File: config.mk
export PLATFORM = sky130hd
export DESIGN_NAME = div_bcd_conv
export DESIGN_NICKNAME = d
export VERILOG_FILES = /design/src/rtl/div_pkg.sv /design/src/rtl/bcd_add3_vec.sv /design/src/rtl/div_bcd_conv.sv
export SDC_FILE = /design/constraint.sdc
export NUM_CORES = 1
export LEC_CHECK = 0
export ABC_CLOCK_PERIOD_IN_PS = 3000
export CORE_ASPECT_RATIO = 1.75
export CORE_MARGIN = 5
export CORE_UTILIZATION = 50
export DETAILED_ROUTE_END_ITERATION = 12
export GPL_TIMING_DRIVEN = 0
export PLACE_DENSITY = 0.75
export SLEW_MARGIN = 20
export SYNTH_ARGS = -nofsm -noshare
export SYNTH_HDL_FRONTEND = slang
export SYNTH_SLANG_ARGS = --single-unit
File: constraint.sdc
create_clock -name clk -period 3 [get_ports clk]
set_clock_uncertainty 0.05 [all_clocks]
set_input_delay 0.3 -clock clk [delete_from_list [all_inputs] [get_ports clk]]
set_output_delay 0.3 -clock clk [all_outputs]
set_load 0.01 [all_outputs]
File: src/rtl/div_pkg.sv
// Shared constants, state encoding and the leading-digit helper for the BCD converter.
package div_pkg;

    localparam int unsigned DIV_WIDTH = 32;
    localparam int unsigned BCD_NDIG  = 10;
    localparam int unsigned BCD_W     = 40;

    typedef enum logic [1:0] {
        ST_IDLE  = 2'd0,
        ST_SHIFT = 2'd1,
        ST_DONE  = 2'd2
    } state_t;

    // Position of the most significant nonzero BCD digit plus one; zero reports one digit.
    function automatic logic [3:0] lead_ndig(input logic [BCD_W-1:0] v);
        logic [3:0] n;
        n = 4'd1;
        for (int unsigned i = 0; i < BCD_NDIG; i++) begin
            if (v[i*4 +: 4] != 4'd0) begin
                n = 4'(i + 1);
            end
        end
        return n;
    endfunction

endpackage

File: src/rtl/bcd_add3_vec.sv
// Double-dabble correction: adds 3 to every BCD nibble that is 5 or more.
module bcd_add3_vec #(
    parameter int unsigned NDIG = 10
) (
    input  logic [NDIG*4-1:0] i_bcd,
    output logic [NDIG*4-1:0] o_bcd
);

    // One independent corrector per nibble.
    for (genvar g = 0; g < NDIG; g++) begin : g_nib
        assign o_bcd[g*4 +: 4] = (i_bcd[g*4 +: 4] >= 4'd5) ? (i_bcd[g*4 +: 4] + 4'd3)
                                                           : i_bcd[g*4 +: 4];
    end

endmodule

File: src/rtl/div_bcd_conv.sv
// Converts one divider quotient/remainder pair to packed BCD by sequential shift-add-3,
// reporting significant-digit counts and the divide-by-zero flag alongside.
module div_bcd_conv
    import div_pkg::*;
#(
    parameter int unsigned WIDTH = DIV_WIDTH,
    parameter int unsigned NDIG  = BCD_NDIG,
    parameter int unsigned CNTW  = 6
) (
    input  logic              clk,
    input  logic              reset,
    input  logic              in_valid,
    output logic              in_ready,
    input  logic [WIDTH-1:0]  quotient,
    input  logic [WIDTH-1:0]  remainder,
    input  logic              div0,
    output logic [NDIG*4-1:0] q_bcd,
    output logic [NDIG*4-1:0] r_bcd,
    output logic [3:0]        q_ndig,
    output logic [3:0]        r_ndig,
    output logic              err,
    output logic              out_valid
);

    localparam int unsigned BW = NDIG * 4;

    state_t          r_state;
    state_t          w_state_nxt;
    logic [CNTW-1:0] r_cnt;
    logic [WIDTH-1:0] r_q_bin;
    logic [WIDTH-1:0] r_r_bin;
    logic [BW-1:0]   r_q_acc;
    logic [BW-1:0]   r_r_acc;
    logic [BW-1:0]   w_q_adj;
    logic [BW-1:0]   w_r_adj;
    logic            r_div0;
    logic            w_accept;
    logic            w_last;

    assign w_accept = (r_state == ST_IDLE) && in_valid;
    assign w_last   = (r_cnt == CNTW'(WIDTH - 1));

    bcd_add3_vec #(.NDIG(NDIG)) u_q_add3 (
        .i_bcd (r_q_acc),
        .o_bcd (w_q_adj)
    );

    bcd_add3_vec #(.NDIG(NDIG)) u_r_add3 (
        .i_bcd (r_r_acc),
        .o_bcd (w_r_adj)
    );

    // State register; in_ready is registered from the next state so it mirrors IDLE exactly.
    always_ff @(posedge clk) begin
        if (reset) begin
            r_state  <= ST_IDLE;
            in_ready <= 1'b1;
        end else begin
            r_state  <= w_state_nxt;
            in_ready <= (w_state_nxt == ST_IDLE);
        end
    end

    // Next-state logic.
    always_comb begin
        w_state_nxt = r_state;
        case (r_state)
            ST_IDLE:  if (in_valid) w_state_nxt = ST_SHIFT;
            ST_SHIFT: if (w_last)   w_state_nxt = ST_DONE;
            ST_DONE:  w_state_nxt = ST_IDLE;
            default:  w_state_nxt = ST_IDLE;
        endcase
    end

    // Capture and shift datapath: {bcd,bin} shifts left after the add-3 correction.
    always_ff @(posedge clk) begin
        if (reset) begin
            r_cnt   <= '0;
            r_q_bin <= '0;
            r_r_bin <= '0;
            r_q_acc <= '0;
            r_r_acc <= '0;
            r_div0  <= 1'b0;
        end else if (w_accept) begin
            r_cnt   <= '0;
            r_q_bin <= quotient;
            r_r_bin <= remainder;
            r_q_acc <= '0;
            r_r_acc <= '0;
            r_div0  <= div0;
        end else if (r_state == ST_SHIFT) begin
            r_q_acc <= {w_q_adj[BW-2:0], r_q_bin[WIDTH-1]};
            r_r_acc <= {w_r_adj[BW-2:0], r_r_bin[WIDTH-1]};
            r_q_bin <= {r_q_bin[WIDTH-2:0], 1'b0};
            r_r_bin <= {r_r_bin[WIDTH-2:0], 1'b0};
            r_cnt   <= r_cnt + CNTW'(1);
        end
    end

    // Result registers, updated only when leaving DONE; held otherwise.
    always_ff @(posedge clk) begin
        if (reset) begin
            q_bcd     <= '0;
            r_bcd     <= '0;
            q_ndig    <= 4'd0;
            r_ndig    <= 4'd0;
            err       <= 1'b0;
            out_valid <= 1'b0;
        end else begin
            out_valid <= (r_state == ST_DONE);
            if (r_state == ST_DONE) begin
                q_bcd  <= r_q_acc;
                r_bcd  <= r_r_acc;
                q_ndig <= lead_ndig(r_q_acc);
                r_ndig <= lead_ndig(r_r_acc);
                err    <= r_div0;
            end
        end
    end

endmodule

* Word level (Yosys, flattened, before mapping) *
Index checks and enable logic that the tools add are counted.

storage, ports and cells
  RAM bits = 0
  latch bits = 0
  memories kept = 0
  output and inout bits = 91
  flip-flop bits (word level) = 244
  memory bits (read-only) = 0

cells by class
  bitwise logic cells = 0
  multipliers = 0
  shift operators = 0
  reductions and logical operators = 23
  order comparisons = 20
  equal/unequal tests = 3
  add/sub/neg operators = 21
  multiplexer cells = 45
  div/mod/pow operators = 0

operators by type and width
  kind                   count
  $mux W4                34
  $mux W32               4
  $ge A4 B3 Y1 const B   20
  $add A4 B2 Y4 const B  18
  $reduce_bool A4 Y1     18
  $mux W2                4
  $add A3 B2 Y3 const B  2
  $add A6 B1 Y6 const B  1
  $eq A6 B5 Y1 const B   1
  $mux W3                2
  $logic_not A2 Y1       2
  $pmux W2 S2            1
  $eq A2 B1 Y1 const B   1
  $eq A2 B2 Y1 const B   1
  $reduce_bool A2 Y1     1
  $reduce_or A2 Y1       1
  $logic_and A1 B1 Y1    1

* Longest topological paths before layout *
  depth after elaboration = 10
  depth in mapped cells = 6
  mapped depth without buffers = 6

* Modules after synthesis *
From an unflattened synthesis, not the netlist that was laid out.

unflattened totals
  cell total of the unflattened synthesis = 1419
  area, all modules = 11020.6 sq um

modules (own cells, without submodules)
  module        cells each  times used  area an instance (sq um)  seq. area each (sq um)
  div_bcd_conv  1099        1           8993.6                    4884.7
  bcd_add3_vec  160         2           1013.5                    0.0

* Worst setup path after synthesis *
OpenSTA, ideal clock, no wires.

  kind = reg-to-reg
  from = register r_r_acc[36]
  to = register r_ndig[2]
  cell stages (with the launch flop) = 7
  period minus slack after synthesis = 1684 ps
  arrival time = 1563 ps
  slack = 1316 ps
  path buffers = 0
  data required time = 2880 ps
  path through = dfxtp_1 -> inv_1 -> ha_1 -> or3b_2 -> nor4_4 -> o31ai_1 -> a21oi_1

on the way
  longest elaborated chain between the ends = 2

RTL lines
  element                   RTL line             RTL
  start: declaration        div_bcd_conv.sv:33   logic [BW-1:0] r_r_acc;
  start signal: assignment  div_bcd_conv.sv:93   r_r_acc <= {w_r_adj[BW-2:0], r_r_bin[WIDTH-1]};
  $reduce_bool A4 Y1        div_pkg.sv:19        if (v[i*4 +: 4] != 4'd0) begin
  $mux W4                   div_pkg.sv:19
  end signal: assignment    div_bcd_conv.sv:115  r_ndig <= lead_ndig(r_r_acc);
  end: declaration          div_bcd_conv.sv:20   output logic [3:0] r_ndig,

Every way passes these cells.
A chain may end at the register's enable or synchronous reset.

* Final worst setup path *
  from = register r_state[0]
  to = register r_q_acc[28]

on the way
  longest elaborated chain between the ends = 3
  elaborated cells between the ends (all ways) = 4
  those cells by class = 1 x eq/ne; 3 x reduce/logical

RTL lines
  element                            RTL line            RTL
  start: declaration                 div_bcd_conv.sv:27  state_t r_state;
  start signal: assignment           div_bcd_conv.sv:59  r_state <= w_state_nxt;
  $logic_not A2 Y1                   div_bcd_conv.sv:40  assign w_accept = (r_state == ST_IDLE) && in_valid;
  $logic_and A1 B1 Y1                div_bcd_conv.sv:40
  $reduce_or A2 Y1 (no source line)  n/a
  end signal: assignment             div_bcd_conv.sv:92  r_q_acc <= {w_q_adj[BW-2:0], r_q_bin[WIDTH-1]};
  end: declaration                   div_bcd_conv.sv:32  logic [BW-1:0] r_q_acc;

Several ways; a longest one is shown, not always the timed one.

==> out/metrics.cfg <==
[global_route]
grt_use_total = 0.2281
grt_start_max_net_pins = 16
antenna_found_initial = 0
grt-ovfl-total = 0
grt_pass1_wl_um = 46380
grt_pass1_vias = 9633

[pwr]
comb_power_share = 0.086
vdd_drop_max_v = 0.0005066
p_clk_frac = 0.442
switching_power_mw = 1.674
seq_power_share = 0.472
intPower_mw = 5.489
p_per_area_nw_per_um2 = 537.2
switching_share = 0.2337
leakage_nw = 4.480

[clock_tree]
insertion_delay_ns = 0.50
h-tree-depth = 1
clock_path_buffers = 3
tritoncts = built
clkTransAtPathRegs_ns = 0.07
cts_root_buf = clkbuf_16
numCtsBuffers = 23
post-cts-setup-buffers = 0
hold_buffers = 0
post_cts_resized = 0
cts.sinks = 244

[detailed_routing]
ant_nets = 0
viasPerCell = 5.564
vias = 9865
wire_per_inst_um = 16.12
drt_first_iter_violations = 609
drt_wl_total_um = 28590
dr.pass1.iters = 5
remaining_drc_errors = 0

[critical_path]
crit_type = reg2reg
worstSetupStartpoint = r_state[0]
arrival_ns = 2.34
critPathLaunchType = flip-flop
required_ns = 3.30
cpMaxStageDelayCell = clkbuf_1
crit_fanout = 10
crit_top_cell = buf_2
critical_path.cell_chain = nor2b_1, buf_2, buf_2, clkbuf_1, a211oi_1
rr_startpoint = r_state[0]
end_kind = flip-flop
max_stage_delay_ns = 0.55

[timing]
slew_headroom = 0.3563
grt_setup_unrepaired = no
finalHoldViolations = 0
tightest_slew_ns = 0.9656
fin_crit_sh = 0.6777
period_needed_ns = 2.033
setup_viol = 0
max_freq_mhz = 491.9
post-route-worst-setup-slack_ns = 0.9669
maxSlewViolCount = 0
setup_tns_ns = 0

[finish]
layout-drive-gt1-share = 0.06114
area_delta_synth_final_pct = 25.49
stdcell_area_um2 = 13330
antennaDiodeCount = 0
final_nets = 1615

[synth]
syn_area_um2 = 10630
yosysWarnings = 0
yosys.area_share.simple = 0.2257
syn_area_per_cell_um2 = 8.025
postSynth.asyncResetShare = 0
synthXorXnorAreaFrac = 0.008243
ys_ff_latch = 244
synthTopCellsByArea = dfxtp_1, a21oi_1, nand2_1
synth_top_area_cell = dfxtp_1
synth_seq_area_share = 0.4597
yosysMostFrequentCell = nand2_1
synth-edff-count = 0
ys.flop_type = dfxtp_1
muxShareOfSynthArea = 0
yosys.area.top_type_share = 0.4597
synth_fa_ha_area_frac = 0.04828
synth_top_family_by_area = simple AND/OR/NAND/NOR gates
synth_nets = 1433
ys_top_cells_by_count = nand2_1, dfxtp_1, a21oi_1, nand3_1, a22oi_1
synthCells = 1324
yosysUniqueCellTypes = 35
synth_compound_area_frac = 0.2049

[die]
rows = 70
die_width_um = 120.2
dieArea_um2 = 24380
ioPinCount = 159
start_util = 0.5076
core_area_um2 = 20930
die_h_um = 202.8

[placement]
hpwl_um = 21210
dp_slack_ns = 0.7874
gp_congestion = 0.8681
port_buffers = 157
dpl_cell_area_um2 = 12510

[worst_hold_path]
hp-start = reset
hold_class = in2reg

[run_status]
status = complete, no violations

[job]
cap_violations = 0

==> kinds of logic after synthesis <==
| logic type | Yosys count |
|---|---|
| flops | 244 |
| buf+inv | 131 |
| compound gates | 382 |
| xor+xnor | 10 |
| simple gates | 516 |
| fa+ha+maj | 41 |
==> metrics by stage <==
step                instances    util  hold slack, ns  total power [mW]
floorplan                1324       -          0.3821             3.819
global placement         1733  0.5977          0.3912             4.053
detailed placement       1733  0.5977          0.3955             4.068
CTS                      1773  0.6370          0.1373             7.204
global route             1773  0.6370          0.2013             7.408
finish                   1773  0.6370          0.1549             7.163
==> path summary, 6_finish.rpt <==
kind | end | slack, ns | cells after the start
setup / recovery | r_q_acc[28] | 0.97 | 5
hold / removal | in_ready | 0.15 | 2
setup reg to reg | r_q_acc[28] | 0.97 | 5
hold reg to reg | q_bcd[8] | 0.40 | 2
==> registers in the layout, summed over array words and instances, names as in the netlist <==
name / flops
r_q_bin: 32
r_ndig: 4
out_valid: 1
in_ready: 1
r_r_acc: 40
r_div0: 1
q_bcd: 40
err: 1
r_state: 2
r_bcd: 40
r_cnt: 6
r_q_acc: 40
q_ndig: 4
r_r_bin: 32
==> per-layer routing <==
metal | GRT usage | vias up | share of wire
met3 | 0.04236 | 49 | 0.057
met5 | 0 | - | 0
met1 | 0.2522 | 4622 | 0.39
met4 | 0.07251 | 0 | 0.026
li1 | - | 4946 | -
met2 | 0.4331 | 248 | 0.53
==> cell type report <==
cell class              count  area, um^2
fillers                  1808        7599
multi-input cells         949        5176
flip-flops and latches    244        4885
repair buffers            157        1572
clock buffers              32       679.4
plain buffers              91       414.1
well taps                 252       315.3
inverters                  40       150.1
clock inverters             8       142.6
==> power by group through the flow <==
stage               registers, mW  logic (mW)  clock network, mW
floorplan                    3.43       0.385                  0
global placement             3.45       0.604                  0
detailed placement           3.45       0.616                  0
CTS                          3.38       0.620               3.20
global route                 3.39       0.682               3.34
finish                       3.38       0.618               3.17
==> critical path, delay by kind of cell (launching register included) <==
kind	cells	cell delay, ns
DFF	1	0.42
and+or+nand+nor	1	0.14
buffers and inverters	3	1.09
AOI/OAI and AO/OA	1	0.17
==> placed cells by master, fill, tap and decap left out, types with 2 or more instances in the layout <==
master	count
dfxtp_1	244
nor3b_1	24
nor3_1	4
a211oi_1	20
nor4b_1	2
o31ai_1	2
or3b_2	7
a21oi_1	213
nor2b_1	2
clkdlybuf4s50_1	157
or3b_1	3
a31oi_1	36
or3_1	39
a221oi_1	2
ha_1	41
clkbuf_1	50
o21ai_0	45
nand2b_1	23
clkbuf_8	7
clkbuf_16	23
nor4_4	2
o22ai_1	2
clkinv_2	3
inv_1	40
nand2_1	283
nand3_1	65
buf_4	8
nor2_1	55
xnor2_1	6
xor2_1	4
bufinv_16	4
a22oi_1	62
buf_2	34
or2_2	2
Note: power is estimated with default switching activity, not from simulation.
